**src/rtl/seg_scan_controller.sv**
```systemverilog
// seg_scan_controller: time-multiplexed 4-digit common-anode 7-segment scanner with guard blanking and leading-zero suppression.
module seg_scan_controller #(
    parameter int oldHz  = 50_000_000,
    parameter int scanHz = 1_000,
    parameter int GUARD  = 2
) (
    input  logic        Clk,
    input  logic        Reset,
    input  logic        Enable,
    input  logic [15:0] Digits,
    input  logic [3:0]  DP_in,
    input  logic        Blank_lead,
    output logic [3:0]  Anode,
    output logic [7:0]  SSeg,
    output logic [1:0]  Digit_sel,
    output logic        Frame_done
);
    localparam int DIV = oldHz / scanHz;
    localparam int SHOW_LEN = DIV - GUARD;
    localparam int PW = (DIV > 1) ? $clog2(DIV) : 1;
    localparam logic [PW-1:0] LAST = PW'(DIV - 1);
    localparam logic [6:0] SEG [16] = '{
        7'b0000001, 7'b1001111, 7'b0010010, 7'b0000110,
        7'b1001100, 7'b0100100, 7'b0100000, 7'b0001111,
        7'b0000000, 7'b0000100, 7'b0001000, 7'b1100000,
        7'b0110001, 7'b1000010, 7'b0110000, 7'b0111000
    };

    typedef enum logic [1:0] {S_IDLE, S_SHOW, S_GUARD} state_t;

    state_t        state_q, state_d;
    logic [PW-1:0] presc_q, presc_d;
    logic [1:0]    sel_q, sel_d;
    logic [15:0]   digits_q, digits_d;
    logic [3:0]    dp_q, dp_d;
    logic          blank_q, blank_d;
    logic [3:0]    anode_q, anode_d;
    logic [7:0]    sseg_q, sseg_d;
    logic          fd_q, fd_d;
    logic          last, wrap, show;
    logic [3:0]    lead;
    logic [3:0]    hex;

    assign last = presc_q == LAST;
    assign wrap = state_q == S_IDLE || (last && sel_q == 2'd3);

    always_comb begin
        state_d  = S_IDLE;
        presc_d  = '0;
        sel_d    = 2'd0;
        digits_d = digits_q;
        dp_d     = dp_q;
        blank_d  = blank_q;
        if (Enable) begin
            presc_d = (state_q == S_IDLE || last) ? '0 : presc_q + 1'b1;
            sel_d   = state_q == S_IDLE ? 2'd0 : (last ? sel_q + 2'd1 : sel_q);
            state_d = (GUARD == 0 || 32'(presc_d) < SHOW_LEN) ? S_SHOW : S_GUARD;
            if (wrap) begin
                digits_d = Digits;
                dp_d     = DP_in;
                blank_d  = Blank_lead;
            end
        end
    end

    // Outputs are decoded from the next-state values so they land on the same edge as the state change.
    assign lead[3] = blank_d && digits_d[15:12] == 4'h0;
    assign lead[2] = lead[3] && digits_d[11:8] == 4'h0;
    assign lead[1] = lead[2] && digits_d[7:4] == 4'h0;
    assign lead[0] = 1'b0;
    assign hex     = digits_d[{sel_d, 2'b00} +: 4];
    assign show    = state_d == S_SHOW;

    always_comb begin
        anode_d = show ? ~(4'b0001 << sel_d) : 4'hF;
        sseg_d  = show ? {lead[sel_d] ? 7'h7F : SEG[hex], ~dp_d[sel_d]} : 8'hFF;
        fd_d    = state_d != S_IDLE && presc_d == LAST && sel_d == 2'd3;
    end

    always_ff @(posedge Clk) begin
        if (Reset) begin
            state_q  <= S_IDLE;
            presc_q  <= '0;
            sel_q    <= 2'd0;
            digits_q <= '0;
            dp_q     <= '0;
            blank_q  <= 1'b0;
            anode_q  <= 4'hF;
            sseg_q   <= 8'hFF;
            fd_q     <= 1'b0;
        end else begin
            state_q  <= state_d;
            presc_q  <= presc_d;
            sel_q    <= sel_d;
            digits_q <= digits_d;
            dp_q     <= dp_d;
            blank_q  <= blank_d;
            anode_q  <= anode_d;
            sseg_q   <= sseg_d;
            fd_q     <= fd_d;
        end
    end

    assign Anode      = anode_q;
    assign SSeg       = sseg_q;
    assign Digit_sel  = sel_q;
    assign Frame_done = fd_q;
endmodule

```
**config.mk**
```make
export PLATFORM = sky130hd
export DESIGN_NAME = seg_scan_controller
export DESIGN_NICKNAME = d
export VERILOG_FILES = /design/src/rtl/seg_scan_controller.sv
export SDC_FILE = /design/constraint.sdc
export NUM_CORES = 1
export LEC_CHECK = 0
export CORE_MARGIN = 2
export CORE_UTILIZATION = 25
export DETAILED_ROUTE_END_ITERATION = 7
export GPL_ROUTABILITY_DRIVEN = 1
export SYNTH_ARGS = -nofsm -noshare
export SYNTH_HDL_FRONTEND = slang
export SYNTH_SLANG_ARGS = --single-unit
```
**constraint.sdc**
```tcl
create_clock -name Clk -period 3 [get_ports Clk]
set_clock_uncertainty 0.15 [all_clocks]
set_input_delay 0.6 -clock Clk [delete_from_list [all_inputs] [get_ports Clk]]
set_output_delay 0.6 -clock Clk [all_outputs]
set_load 0.005 [all_outputs]
```
Yosys cells after proc, flatten, opt, wreduce, memory -nomap -nowiden
Memory sizes are Yosys's and may differ from the RTL's. A register that Yosys moved wholly into a read port is not among the register bits. Index checks and enable logic that the tools add are counted.

Add/subtract/negate cells: 2. Multiply operators: 0. Div/mod/pow operators: 0. Order comparisons: 2. Eq/ne operators: 5. Shift-type cells: 2. Multiplexer cells: 17. Bitwise operators: 4. Reductions and logical operators: 15.

Operators by type and width (number): 16-bit two-way mux (4); 16-bit equality test, second input constant (2); 16-bit by 1-bit adder with 16-bit output, second input constant (1); 16-bit < comparator, second input constant (1); 16-bit by 5-bit variable part select with 4-bit output (1); 4-bit zero test (3); 2-bit two-way mux (5); 4-bit two-way mux (2); 1-bit logical AND (6); 4-bit inverter with 5-bit output (1); 1-bit binary-select mux with 2-bit select (2); 2-bit equality test, second input constant (2); 1-bit two-way mux (4); 4-bit inverter (1); 1-bit by 2-bit << shifter with 4-bit output, first input constant (1); 2-bit by 3-bit < comparator with 1-bit output, second input constant (1); 3-bit OR reduction (1); 2-bit by 1-bit adder with 2-bit output, second input constant (1); 2-bit by 1-bit equality test with 1-bit output, second input constant (1); 2-bit zero test (1); 1-bit logical OR (2); 1-bit inverter (2); 2-bit nonzero test (1); 2-bit OR reduction (1).

Flip-flop bits (word level): 47. Latch bits: 0. RAM bits: 0. ROM bits: 112. Bits of input ports: 24. Output and inout port bits: 15. Memories: 1.

Memories: (no name shown) (depth 16, width 7, read ports 1, clocked after Yosys merged registers in 1, write ports 0, RTL line 76) `sseg_d = show ? {lead[sel_d] ? 7'h7F : SEG[hex], ~dp_d[sel_d]} : 8'hFF;`.

Longest topological paths before layout
Word-level depth: 12. Depth in mapped cells: 15. Mapped depth without buffers: 13.

Worst setup path after synthesis
Ideal clock, no wire load.

Kind: reg2reg. Start point: register presc_q[0]. End point: register sseg_q[7], in the netlist SSeg[7]. Arrival: 2.937 ns. Data required time: 2.714 ns. Path slack: -0.223 ns. Stages on the path, launching flop included: 15. Path buffers: 2. Clock period less this slack: 3.223 ns. Cell sequence: dfxtp_1 ha_1 buf_6 nand3_4 or4_4 o21ai_1 a21oi_1 buf_2 mux2i_1 mux2i_1 inv_1 ha_1 nor4_1 a211o_1 o31ai_2.

Longest elaborated chain between the ends: 12. Elaborated cells between the ends (all ways): 29. Classes of those cells: add/sub: 1; order compare: 1; eq/ne: 2; shift: 1; mux: 12; bitwise: 2; reduce/logical: 10.

Ends and longest elaborated chain: from (decl) (RTL line 32) `logic [PW-1:0] presc_q, presc_d;`; from (signal assigned) (RTL line 93) `presc_q <= presc_d;`; parallel branches: the longest is 12 deep, another holds 16-bit by 1-bit adder with 16-bit output; to (decl) (RTL line 38) `logic [7:0] sseg_q, sseg_d;`.

Parallel ways; which one is timed is not known. The select of a mux whose other input is x is not followed. A chain may end at the register's enable or synchronous reset.

Worst setup path after layout
Start point: register presc_q[10]. End point: register sseg_q[7], in the netlist SSeg[7].

The elaborated chain is that of the path after synthesis.

==> summary.txt <==
Layout
  • Final-layout fill cell count: approximately 1,200
  • Leading cell types in the layout, fill and taps excluded: buf_4, dfxtp_1, nor2_1, nand2_1, clkdlybuf4s50_1
  • Post-Layout Inst Area: 4640 um^2
  • Layout area overhead: 49.0%
  • Antenna diodes: 0
  • Nets: 488
  • Most frequent standard cell in the layout excluding fill and tap cells: buf_4
  • Fraction of final layout cells sized beyond drive strength 1: 0.312

Route
  • Post-route DRC: 0
  • Overall routed net length: just under 9000 um
  • Vias: 3,019
  • Iter 0 DRT Violations: 128
  • TritonRoute pass-1 iters: 6
  • Number of nets still failing antenna checks after routing: 0
  • Vias per Instance: 4.82
  • Average wire per cell in the routed design: approximately 14 um

Logic synthesis
  • Count of flip-flops with a built-in enable after synthesis: 0
  • Synth Area per Inst: a little under 9 um^2
  • Share of flip-flops with an asynchronous set or reset after synthesis: 0
  • Cell area after technology mapping: 3120 um^2
  • Post-synth cell types: 70
  • Top flip-flop cell by instance count after synthesis: dfxtp_1
  • Yosys warnings: 0
  • Top area cells in the synthesized netlist: dfxtp_1, mux2i_1, nor2_1
  • Cell type with the largest total area after synthesis: dfxtp_1
  • Fraction of the yosys area taken by sequential cells: 0.347
  • Net count after synthesis: roughly 390
  • Synthesized instance count: 357
  • Share of Yosys cell area claimed by the top area cell type: 0.347
  • Post-synthesis register bit count: 54

Timing
  • Fin crit share: 0.993
  • Total Neg Setup Slack: 0 ns
  • Min Tclk post-route: between 2 and 3 ns
  • Final-report setup violation count: 0
  • Final worst setup slack: 0.0215 ns
  • Count of final max-slew check failures: 0
  • Worst slew pin tran: 0.423 ns
  • Setup repair after global routing missed its margin: yes
  • WHS: 0.310 ns
  • Hold Violations, Final: 0
  • Highest attainable clock frequency: 0.336 GHz
  • Headroom to the max-slew limit: 0.712

Outcome
  • Status: complete, no violations

Placement
  • Detail Placement HPWL: 6250 um
  • Port Buffers: 38
  • Placer congestion estimate: 0.860
  • Setup slack after placement: -0.591 ns
  • Placement-stage cell area: between 4000 and 5000 um^2

Pwr
  • Worst voltage drop across the vdd grid: 199 uV
  • Power density relative to cell area: 355 nW/um^2
  • Leakage: 1.75 nW

Global route
  • Wire length of the first global-routing pass: 13,900 um
  • Combined global-route utilization of all metal layers: 0.129
  • Number of antenna violations at the first check in global routing: 0
  • Total overflow reported by the global router: 0
  • Maximum number of pins on one net before global-route repair: 25
  • Number of global-route vias before repair: ~2,800

Critical path
  • Kind of critical path: register to register
  • Maximum fanout along the worst path: 4
  • Crit path top cell by count: mux2i_4
  • Reg-to-reg setup timing slack: 0.02 ns
  • Crit-path slowest cell: or4_4
  • Worst r2r path cells: 11
  • Crit path capture: SSeg[7]
  • Critical path startpoint: presc_q[10]
  • Worst setup SP type: register
  • Chain of cells forming the critical path: or2_4, or4_4, o21ai_2, a21oi_2, buf_6, mux2i_4, mux2i_4, ha_4, mux2i_1, a211o_1, o31ai_2
  • Reg2Reg Capture Point: SSeg[7]
  • Stage delay of the slowest cell on the critical path: 0.57 ns
  • Launching point of the worst reg2reg path: presc_q[10]
  • Worst endpoint data arrival time: 3.05 ns
  • Sort of element at the end of the critical path: register
  • Critical path required time: 3.07 ns

CTS
  • TritonCTS clock tree: yes
  • CTS H-tree depth: 2
  • Number of buffers created by CTS: 5
  • Clock Tree Buf Depth: 2
  • Clock transition at the registers of the reported paths: 0.07 ns
  • Insertion delay to the later sink of the worst-skew pair: ~0.29 ns
  • Number of hold buffers added after cts: 0
  • CTS Root Cell: clkbuf_16
  • Clock sinks: 54

Floorplanning
  • Top-Level Pins: 39
  • Height of the die: 116 um
  • Area enclosed by the die boundary: 13,400 um^2
  • Starting Density: 0.257
  • Core region area: around 12,000 um^2
  • DIE WIDTH: approximately 120 um
  • # rows: 40

Job
  • Total of max-cap violations: 0

Worst hold path
  • Kind of path behind the tightest hold check: register to register
## kinds of logic after synthesis
group                      count (synthesis)  share of synthesized area
and+or+nand+nor                          149                      0.251
DFF                                       54                      0.347
adders and majority gates                  7                     0.0281
buffers and inverters                     28                     0.0470
AOI/OAI and AO/OA                         70                      0.168
muxes                                     30                      0.106
xor gates and xnor gates                  19                     0.0534
## layer usage
layer | wire, um | vias to the layer above | GRT usage | part of all wire
li1 | - | 1477 | - | -
met1 | 4280 | 1454 | 0.183 | 0.48
met2 | 4020 | 77 | 0.203 | 0.45
met3 | 438 | 11 | 0.0225 | 0.049
met4 | 156 | 0 | 0.0381 | 0.018
met5 | 0 | - | 0 | 0
## power by group
group / internal (mW) / total (mW) / switching (mW) / leakage [nW]
Sequential: 0.742 / 0.751 / 0.00890 / 0.443
Combinational: 0.156 / 0.303 / 0.147 / 1.23
Clock: 0.332 / 0.595 / 0.263 / 0.0739
## state kept, by name, indices dropped and copies added (netlist names)
name and cells:
Anode 4, Digit_sel 2, Frame_done 1, SSeg 8, blank_q 1, digits_q 16, dp_q 4, presc_q 16
state_q 2
## timing repair
action	4_1_cts	5_1_grt
pin swaps	2	14
buffers inserted	1	12
cloned	1	1
gates resized for setup	5	55
setup endpoints to repair	7	7
## cells in the mapped netlist, types with 2 or more instances
cell type,n
nor2b_1,5
o21ai_0,2
a221oi_1,2
a31oi_1,12
nand2b_1,2
o22ai_1,2
nand3_1,11
mux2i_1,22
xnor2_1,16
and3_1,14
buf_2,6
o21ai_1,3
dfxtp_1,54
a21oi_1,19
o31a_1,2
inv_1,5
mux2_2,4
a211oi_1,2
o221ai_1,2
nand2_1,39
a2bb2oi_1,2
ha_1,7
xor2_1,3
buf_6,4
mux2i_2,3
nor4_1,2
buf_1,2
clkbuf_1,10
nor3_1,4
a32oi_1,3
and2_1,7
nand3b_1,2
and4_1,4
o211ai_1,3
nor2_1,42
## critical path, delay by kind of cell, from the launching register on
kind                       cells  cell delay (ns)
AOI/OAI and AO/OA              4             0.75
adders and majority gates      1             0.20
buffers and inverters          1             0.14
DFF                            1             0.32
muxes                          3             0.52
and+or+nand+nor                2             0.83
## layout make-up
| type | instances | area, um^2 | area share |
|---|---|---|---|
| sequential | 54 | 1090 | 0.234 |
| timing repair buffer | 114 | 983 | 0.212 |
| clock buffer | 7 | 143 | 0.0307 |
| clock inverter | 1 | 5.00 | 0.00108 |
| multi-input combinational | 277 | 2190 | 0.473 |
| inverter | 5 | 21.3 | 0.00458 |
| tap | 168 | 210 | 0.0453 |
## worst min path at each step
stage | slack (ns) | end | startpoint | cells past startpoint
3_3_place_gp | 0.29 | digits_q[7] | digits_q[7] | 2
3_5_place_dp | 0.30 | blank_q | blank_q | 2
2_1_floorplan | 0.26 | presc_q[0] | presc_q[0] | 1
6_report | 0.31 | blank_q | blank_q | 2
4_1_cts | 0.31 | blank_q | blank_q | 2
5_1_grt | 0.33 | blank_q | blank_q | 2
## stage by stage
stage,util,cells,total power [mW]
2_1_floorplan,-,357,0.894
3_3_place_gp,0.338,606,1.02
3_5_place_dp,0.338,606,1.02
4_1_cts,0.352,616,1.62
5_1_grt,0.383,626,1.71
6_report,0.383,626,1.65
Note: power is estimated with default switching activity, not from simulation.
